--- config.mk ---
export PLATFORM = sky130hd
export DESIGN_NAME = memshare_iblut_loader
export DESIGN_NICKNAME = d
export VERILOG_FILES = /design/src/rtl/memShare_config_pkg.sv /design/src/rtl/memshare_iblut_loader.sv
export SDC_FILE = /design/constraint.sdc
export NUM_CORES = 1
export LEC_CHECK = 0
export ABC_AREA = 0
export CORE_AREA = 2 2 55 42
export CTS_CLUSTER_SIZE = 16
export DETAILED_ROUTE_END_ITERATION = 7
export DIE_AREA = 0 0 57 44
export HOLD_SLACK_MARGIN = 0.05
export PLACE_DENSITY = 0.73
export SETUP_SLACK_MARGIN = 0.15
export SLEW_MARGIN = 20
export SYNTH_ARGS = -nofsm -noshare
export SYNTH_HDL_FRONTEND = slang
export SYNTH_SLANG_ARGS = --single-unit
--- constraint.sdc ---
create_clock -name sys_clk -period 2.3 [get_ports sys_clk]
set_input_delay 0.345 -clock sys_clk [delete_from_list [all_inputs] [get_ports sys_clk]]
set_output_delay 0.345 -clock sys_clk [all_outputs]
set_load 0.01 [all_outputs]
--- src/rtl/memShare_config_pkg.sv ---
// Shared memShare configuration: word widths, GP2 address space and IB-LUT loader states.
package memShare_config_pkg;
  localparam int QUAN_SIZE          = 4;
  localparam int GP2_COL_SEL_WIDTH  = 1;
  localparam int GP2_RAM_ADDR_WIDTH = GP2_COL_SEL_WIDTH + QUAN_SIZE;
  localparam int IB_LOAD_DEPTH      = 2 ** GP2_RAM_ADDR_WIDTH;

  typedef enum logic [2:0] {
    IDLE,
    ARM,
    LOAD,
    FLUSH,
    DONE
  } memshare_load_state_t;
endpackage

--- src/rtl/memshare_iblut_loader.sv ---
// Streams IB-LUT entries into the VN rank remap write port; one cycle from accepted beat to write.
// Holds remap enable asserted (low) for the load window; ready is killed combinationally by abort.
module memshare_iblut_loader #(
  parameter int QUAN_SIZE  = memShare_config_pkg::QUAN_SIZE,
  parameter int ADDR_WIDTH = memShare_config_pkg::GP2_RAM_ADDR_WIDTH,
  parameter int LOAD_DEPTH = memShare_config_pkg::IB_LOAD_DEPTH
) (
  input  logic                  sys_clk,
  input  logic                  rst,
  input  logic                  load_start_i,
  input  logic                  abort_i,
  input  logic [QUAN_SIZE-1:0]  lut_data_i,
  input  logic                  lut_valid_i,
  output logic                  lut_ready_o,
  output logic [ADDR_WIDTH-1:0] remap_addr_o,
  output logic [QUAN_SIZE-1:0]  remap_data_o,
  output logic                  remap_we_o,
  output logic                  remap_en_n_o,
  output logic                  busy_o,
  output logic                  load_done_o
);
  import memShare_config_pkg::*;

  localparam logic [ADDR_WIDTH-1:0] LAST_ADDR = ADDR_WIDTH'(LOAD_DEPTH - 1);

  memshare_load_state_t  state_q, state_d;
  logic [ADDR_WIDTH-1:0] cnt_q, cnt_d;
  logic [ADDR_WIDTH-1:0] addr_q, addr_d;
  logic [QUAN_SIZE-1:0]  data_q, data_d;
  logic                  we_q, we_d;
  logic                  rdy_q, rdy_d;
  logic                  en_n_q, en_n_d;
  logic                  accept;
  logic                  in_window;

  assign lut_ready_o  = rdy_q && !abort_i;
  assign accept       = lut_valid_i && lut_ready_o && (state_q == LOAD);
  assign in_window    = (state_q == ARM) || (state_q == LOAD) || (state_q == FLUSH);
  assign remap_addr_o = addr_q;
  assign remap_data_o = data_q;
  assign remap_we_o   = we_q;
  assign remap_en_n_o = en_n_q;
  assign busy_o       = (state_q != IDLE);
  assign load_done_o  = (state_q == DONE);

  always_comb begin
    state_d = state_q;
    cnt_d   = cnt_q;
    addr_d  = addr_q;
    data_d  = data_q;
    we_d    = 1'b0;
    case (state_q)
      IDLE:  if (load_start_i) state_d = ARM;
      ARM: begin
        cnt_d   = '0;
        state_d = LOAD;
      end
      LOAD: begin
        if (accept) begin
          addr_d = cnt_q;
          data_d = lut_data_i;
          we_d   = 1'b1;
          // Stop on the final address so the counter can never wrap into a stray write.
          if (cnt_q == LAST_ADDR) begin
            cnt_d   = '0;
            state_d = FLUSH;
          end else begin
            cnt_d = cnt_q + 1'b1;
          end
        end
      end
      FLUSH: state_d = DONE;
      DONE:  state_d = IDLE;
      default: state_d = IDLE;
    endcase
    if (abort_i && in_window) begin
      state_d = IDLE;
      cnt_d   = '0;
      we_d    = 1'b0;
    end
    rdy_d  = (state_d == LOAD);
    en_n_d = !((state_d == ARM) || (state_d == LOAD) || (state_d == FLUSH));
  end

  always_ff @(posedge sys_clk) begin
    if (rst) begin
      state_q <= IDLE;
      cnt_q   <= '0;
      addr_q  <= '0;
      data_q  <= '0;
      we_q    <= 1'b0;
      rdy_q   <= 1'b0;
      en_n_q  <= 1'b1;
    end else begin
      state_q <= state_d;
      cnt_q   <= cnt_d;
      addr_q  <= addr_d;
      data_q  <= data_d;
      we_q    <= we_d;
      rdy_q   <= rdy_d;
      en_n_q  <= en_n_d;
    end
  end
endmodule

==> metrics.md, run 1 <==
| Metric | Value |
|---|---|
| H-Tree Depth | 1 |
| Clock Skew | 0.0005161 ns |
| TritonCTS clock tree | built |
| Async set-reset flop share out of synthesis | 0% |
| Global route total overflow | 0 |
| Post-DP HPWL | 1266 um |
| RD Place Congestion | 0.8713 |
| P&R area growth vs syn | 31.20% |
| Clock sinks | 20 |
| Worst-path clk slew | 0.10 ns |
| Crit-path max FO | 9 |
| Largest net degree at the start of global routing | 15 |
| Clock Latency Late Sink | between 0.2 and 0.3 ns |
| Sequential area share after synthesis | 47.55% |
| Total CTS buffers | 3 |
| CTS max path bufs | 2 |
| Total power | between 0.5 and 0.6 mW |
| Clock Tree Root | clkbuf_4 |
| CTS Hold Buffers Added | 0 |
| Die height | 44 um |
| Die W | 57 um |
| Resize count post-CTS | 0 |
| Min cycle time layout | 1.914 ns |
| Utilization after layout | between 50% and 60% |
| Slew Viols, Final | 0 |
| Final Cycle Share | roughly 83% |
| Synth cell types | 31 |
| Syn_area_per_cell | ~8.5 sq um |
| Top Ports | 23 |
| Setup Buffers After CTS | 0 |
| Post-synth top area share | between 40% and 50% |
| DR vias/cell | 5.062 |
| HP Class | reg -> reg |
| Final-report hold violation count | 0 |
| Most frequent cell after synthesis | nand2_1 |
| Total global-route track usage | 15.69% |
| Cells after Synth | around 100 |
| Crit path kind | reg -> out |
| PD cells | 508.9 nW/um^2 |
| First-pass GRT wire length | 3001 um |
| Pre-CTS WS | 0.3062 ns |
| Row count | 14 |
| Number of antenna violations at the first check in global routing | 0 |
| WL/cell | 11.79 um |
| Fillers | 195 |
| Achievable Freq | 522.5 MHz |
| Commonest cells post-synth | 21 x nand2_1, 20 x dfxtp_1, 13 x a21oi_1, 6 x nor2_1 |
| Number of antenna diodes | 0 |
| Status | finished clean |
| Final worst setup slack | 0.3863 ns |
| Worst Max-Slew Pin Slew | 0.5169 ns |
| Arrival @ worst endpoint | 1.57 ns |
| Post-Syn Area | 842.1 sq um |
| PortBufs | 22 |
| Syn nets | between 100 and 150 |
| Routed WL | 1710 um |
| Slew headroom | 65.43% |
| DRC errors left | 0 |
| Via count | 734 |
| Initial Util | a little over two fifths |
| YS warnings | 0 |
| Max IR drop VDD | 0.3174 mV |
| Leak | 0.3854 nW |
| Antenna viol nets, final | 0 |
| Max-Cap Viols | 0 |
| Fin nets | 134 |
| Vias in the first global route | roughly 660 |
| First drt pass iteration count | 4 |
| Initial drt markers | 18 |
| Dpl cell area | 1082 sq um |
| Core area | 1997 sq um |
| Design area | 1105 sq um |
| TNS Setup | 0 ns |
| Startpoint type of the worst setup path | flip-flop |
| FF+latch count, synth | 20 |
| Final setup fails | 0 |
| Layout cells sized above 1 | 5.785% |
| Synth area leaders | dfxtp_1 48%, nand2_1 9.4%, a21oi_1 7.7% |
| Worst Setup End Kind | output pin |
| Number of synthesized flops with an enable pin | 0 |
| Main flop type after synthesis | dfxtp_1 |
| Area leader, netlist | dfxtp_1 |
| RSZ-0062 raised after global routing | false |
| Required @ worst endpoint | 1.96 ns |
| Die area | 2508 sq um |
[area by class of cell]
type | count | area [sq um] | area share, %
clock buffer | 3 | 22.52 | 2.039
inverter | 1 | 3.754 | 0.3398
multi-input combinational | 73 | 412.9 | 37.37
sequential | 20 | 400.4 | 36.24
tap | 24 | 30.03 | 2.718
timing repair buffer | 24 | 235.2 | 21.29
[report_power, final]
part / switching [mW] / internal (mW) / leakage [nW] / total, mW
Sequential: 0.00509 / 0.350 / 0.162 / 0.355
Clock: 0.0983 / 0.0610 / 0.0138 / 0.159
Combinational: 0.0210 / 0.0271 / 0.210 / 0.0481
Total: 0.124 / 0.438 / 0.385 / 0.562
[path summary, 6_finish.rpt]
kind,start,end,slack [ns],depth (start not counted)
setup / recovery,state_q[0]$_SDFF_PP0_,load_done_o,0.39,3
hold / removal,remap_addr_o[1]$_SDFFE_PP0P_,remap_addr_o[1]$_SDFFE_PP0P_,0.46,2
setup reg to reg,cnt_q[0]$_SDFFE_PP0P_,cnt_q[3]$_SDFFE_PP0P_,0.53,5
hold reg to reg,remap_addr_o[1]$_SDFFE_PP0P_,remap_addr_o[1]$_SDFFE_PP0P_,0.46,2
[critical path, cell delays in order (launching register included)]
cell and delay, ns:
dfxtp_1 0.53, nor2_1 0.11, and2_1 0.16, clkdlybuf4s50_1 0.47
[routing by layer]
metal | routed length (um) | GRT usage (%) | up-vias
met3 | 82 | 6.269 | 2
met4 | 20 | 4.186 | 0
met5 | 0 | 0 | -
li1 | - | - | 388
met1 | 890 | 21.02 | 331
met2 | 717 | 23.68 | 13
[per-stage QoR]
stage               cells  hold WS (ns)
finish                145        0.4573
global route          145        0.4811
CTS                   145        0.4626
detailed placement    142        0.4470
global placement      142        0.4442
floorplan              99        0.4141
[logic make-up (layout without fill, tap and decap cells)]
| kind of cell | after synthesis | in the layout | synth area share, % |
|---|---|---|---|
| AND/OR/NAND/NOR | 49 | 49 | 30.61 |
| XOR/XNOR | 1 | 1 | 1.040 |
| AO/OA/AOI/OAI | 21 | 21 | 14.41 |
| buffers and inverters | 6 | 28 | 3.418 |
| adder cells (fa/ha/maj) | 2 | 2 | 2.971 |
| flip-flops | 20 | 20 | 47.55 |
[flip-flops by register name, summed over array words and instances (netlist names)]
| name | flops |
|---|---|
| cnt_q | 5 |
| remap_en_n_o | 1 |
| remap_addr_o | 5 |
| remap_we_o | 1 |
| remap_data_o | 4 |
| state_q | 3 |
| rdy_q | 1 |
[layout by cell type (no fill, tap or decap), drive strengths merged, types with 2 or more instances in the layout]
| master | n |
|---|---|
| a22oi | 2 |
| nor2 | 7 |
| clkdlybuf4s50 | 22 |
| and2 | 3 |
| buf | 2 |
| nor2b | 3 |
| nand2 | 21 |
| nor3 | 2 |
| dfxtp | 20 |
| o21ai | 3 |
| a21oi | 13 |
| nand3b | 2 |
| nor3b | 2 |
| ha | 2 |
| clkbuf | 3 |
No activity file was read; power rests on OpenSTA's default activity.
==> inputs of run 2 (changes only) <==
==> constraint.sdc (replaced) <==
create_clock -name sys_clk -period 2 [get_ports sys_clk]
set_input_delay 0.3 -clock sys_clk [delete_from_list [all_inputs] [get_ports sys_clk]]
set_output_delay 0.3 -clock sys_clk [all_outputs]
set_load 0.01 [all_outputs]
==> run 2 against run 1 <==
Clock power up 13%. Design area up 3.5%. Critical path depth unchanged. Highest routed layer unchanged. Worst setup slack worse by 0.17 ns. Critical path type is now in -> out.
==> metrics.md, run 2 (synthesized netlist as in run 1, its figures left out) <==
| Metric | Value |
|---|---|
| First-pass GRT wire length | 2973 um |
| Critical path destination | lut_ready_o |
| Row count | 14 |
| Initial drt markers | 7 |
| Multi-input gate area | 422.9 sq um |
| H-Tree Depth | 1 |
| P&R area growth vs syn | 35.81% |
| Clock sinks | 20 |
| Crit Reg-Reg Startpoint | cnt_q[0]$_SDFFE_PP0P_ |
| Worst Setup SP | abort_i |
| PD cells | 567.8 nW/um^2 |
| Worst Max-Slew Pin Slew | 0.5266 ns |
| Die height | 44 um |
| Max IR drop VDD | between 0.3 and 0.4 mV |
| Routed WL | 1842 um |
| Fillers | 195 |
| Required @ worst endpoint | 1.70 ns |
| Die area | 2508 sq um |
| Number of antenna violations at the first check in global routing | 0 |
| Worst Setup End Kind | output pin |
| Reg-to-Reg End | cnt_q[3]$_SDFFE_PP0P_ |
| R2R depth | 5 |
| Max-Cap Viols | 0 |
| Utilization after layout | 57.27% |
| Post-DP HPWL | 1337 um |
| CP most frequent cell | clkdlybuf4s50_1 |
| Startpoint type of the worst setup path | input port |
| DR vias/cell | around 5.1 |
| First drt pass iteration count | 2 |
| Via count | roughly 760 |
| Clock Latency Late Sink | between 0.2 and 0.3 ns |
| Clock Skew | around 0.0014 ns |
| Critical-path cell with the highest stage delay | clkdlybuf4s50_1 |
| Hold slack | 0.4556 ns |
| Total global-route track usage | about 16% |
| Final setup fails | 0 |
| Vias in the first global route | 677 |
| HP Class | reg -> reg |
| Die W | 57 um |
| Commonest non-fill, non-tap cell in the layout | clkdlybuf4s50_1 |
| Crit-path max FO | 4 |
| RSZ-0062 raised after global routing | false |
| Most frequent cells in the layout | 22 x clkdlybuf4s50_1, 21 x nand2_1, 17 x dfxtp_1, 13 x a21oi_1 |
| Initial Util | 42.17% |
| Largest net degree at the start of global routing | 11 |
| Dpl cell area | ~1100 sq um |
| Fin nets | roughly 140 |
| Number of antenna diodes | 0 |
| Register area | 406.6 sq um |
| Clock Tree Root | clkbuf_4 |
| Achievable Freq | 561.4 MHz |
| Leak | about 0.40 nW |
| Global route total overflow | 0 |
| RD Place Congestion | 0.9069 |
| DRC errors left | 0 |
| Top Ports | 23 |
| TNS Setup | 0 ns |
| WL/cell | 12.45 um |
| Crit path kind | in -> out |
| Core area | roughly 2000 sq um |
| Layout cells sized above 1 | 12.90% |
| Status | finished clean |
| Max stage delay on crit path | 0.56 ns |
| Min cycle time layout | 1.781 ns |
| PortBufs | 22 |
| Design area | 1144 sq um |
| Worst-path clk slew | 0.10 ns |
| R2R Setup Slk | 0.27 ns |
| Final-report hold violation count | 0 |
| Slew Viols, Final | 0 |
| Slew headroom | between 60% and 70% |
| TritonCTS clock tree | built |
| Antenna viol nets, final | 0 |
| CTS max path bufs | 2 |
| Arrival @ worst endpoint | 1.48 ns |
| Critical path cell sequence | clkdlybuf4s50_1 -> nor2b_1 -> clkdlybuf4s50_1 |
| Total CTS buffers | 3 |
| Total power | ~0.65 mW |
| Final Cycle Share | approximately nine tenths |
==> run 2: cell count changes in the layout (fill, tap and decap cells not counted), sizes merged <==
cell,before,now
buf,2,5
==> run 2: routing by layer <==
layer	vias to the layer above	GRT usage [%]	routed length, um
met1	352	20.55	892
li1	393	-	-
met4	0	4.186	12
met5	-	0	0
met2	10	24.37	861
met3	2	6.269	75
==> run 2: worst min-delay path by stage <==
| stage | start | end | slack (ns) | cells after the start |
|---|---|---|---|---|
| after floorplan | rst | remap_data_o[3]$_SDFFE_PP0P_ | 0.37 | 1 |
| after global placement | remap_data_o[3]$_SDFFE_PP0P_ | remap_data_o[3]$_SDFFE_PP0P_ | 0.44 | 2 |
| after detailed placement | remap_data_o[3]$_SDFFE_PP0P_ | remap_data_o[3]$_SDFFE_PP0P_ | 0.45 | 2 |
| after CTS | remap_data_o[3]$_SDFFE_PP0P_ | remap_data_o[3]$_SDFFE_PP0P_ | 0.46 | 2 |
| after global routing | remap_addr_o[3]$_SDFFE_PP0P_ | remap_addr_o[3]$_SDFFE_PP0P_ | 0.47 | 2 |
| final | remap_data_o[3]$_SDFFE_PP0P_ | remap_data_o[3]$_SDFFE_PP0P_ | 0.46 | 2 |
==> run 2: area by class of cell <==
cell class | instances | area share [%]
Clock buffer | 3 | 1.969
Inverter | 1 | 0.3282
Multi-Input combinational cell | 73 | 36.98
Sequential cell | 20 | 35.56
Tap cell | 24 | 2.626
Timing Repair Buffer | 27 | 22.54
==> run 2: repair_timing <==
| item | in CTS | in global routing |
|---|---|---|
| resized for setup | 1 | 6 |
| endpoints found under the setup margin | 1 | 4 |
| setup buffers | 0 | 0 |
| hold buffers | 0 | 0 |
==> run 2: critical path, delay by kind of cell <==
kind / cells / cell delay, ns
buffers and inverters: 2 / 1.03
and+or+nand+nor: 1 / 0.15
==> run 2: where the power goes <==
group          internal, mW  leakage (nW)  switching (mW)
sequential            0.402         0.163         0.00670
combinational        0.0348         0.222          0.0259
clock                0.0701        0.0138           0.110
==> run 2: stage by stage <==
step	setup slack, ns	instances
after floorplan	0.3818	99
after global placement	0.2226	145
after detailed placement	0.1489	145
after CTS	0.2019	148
after global routing	0.1445	148
final	0.2188	148
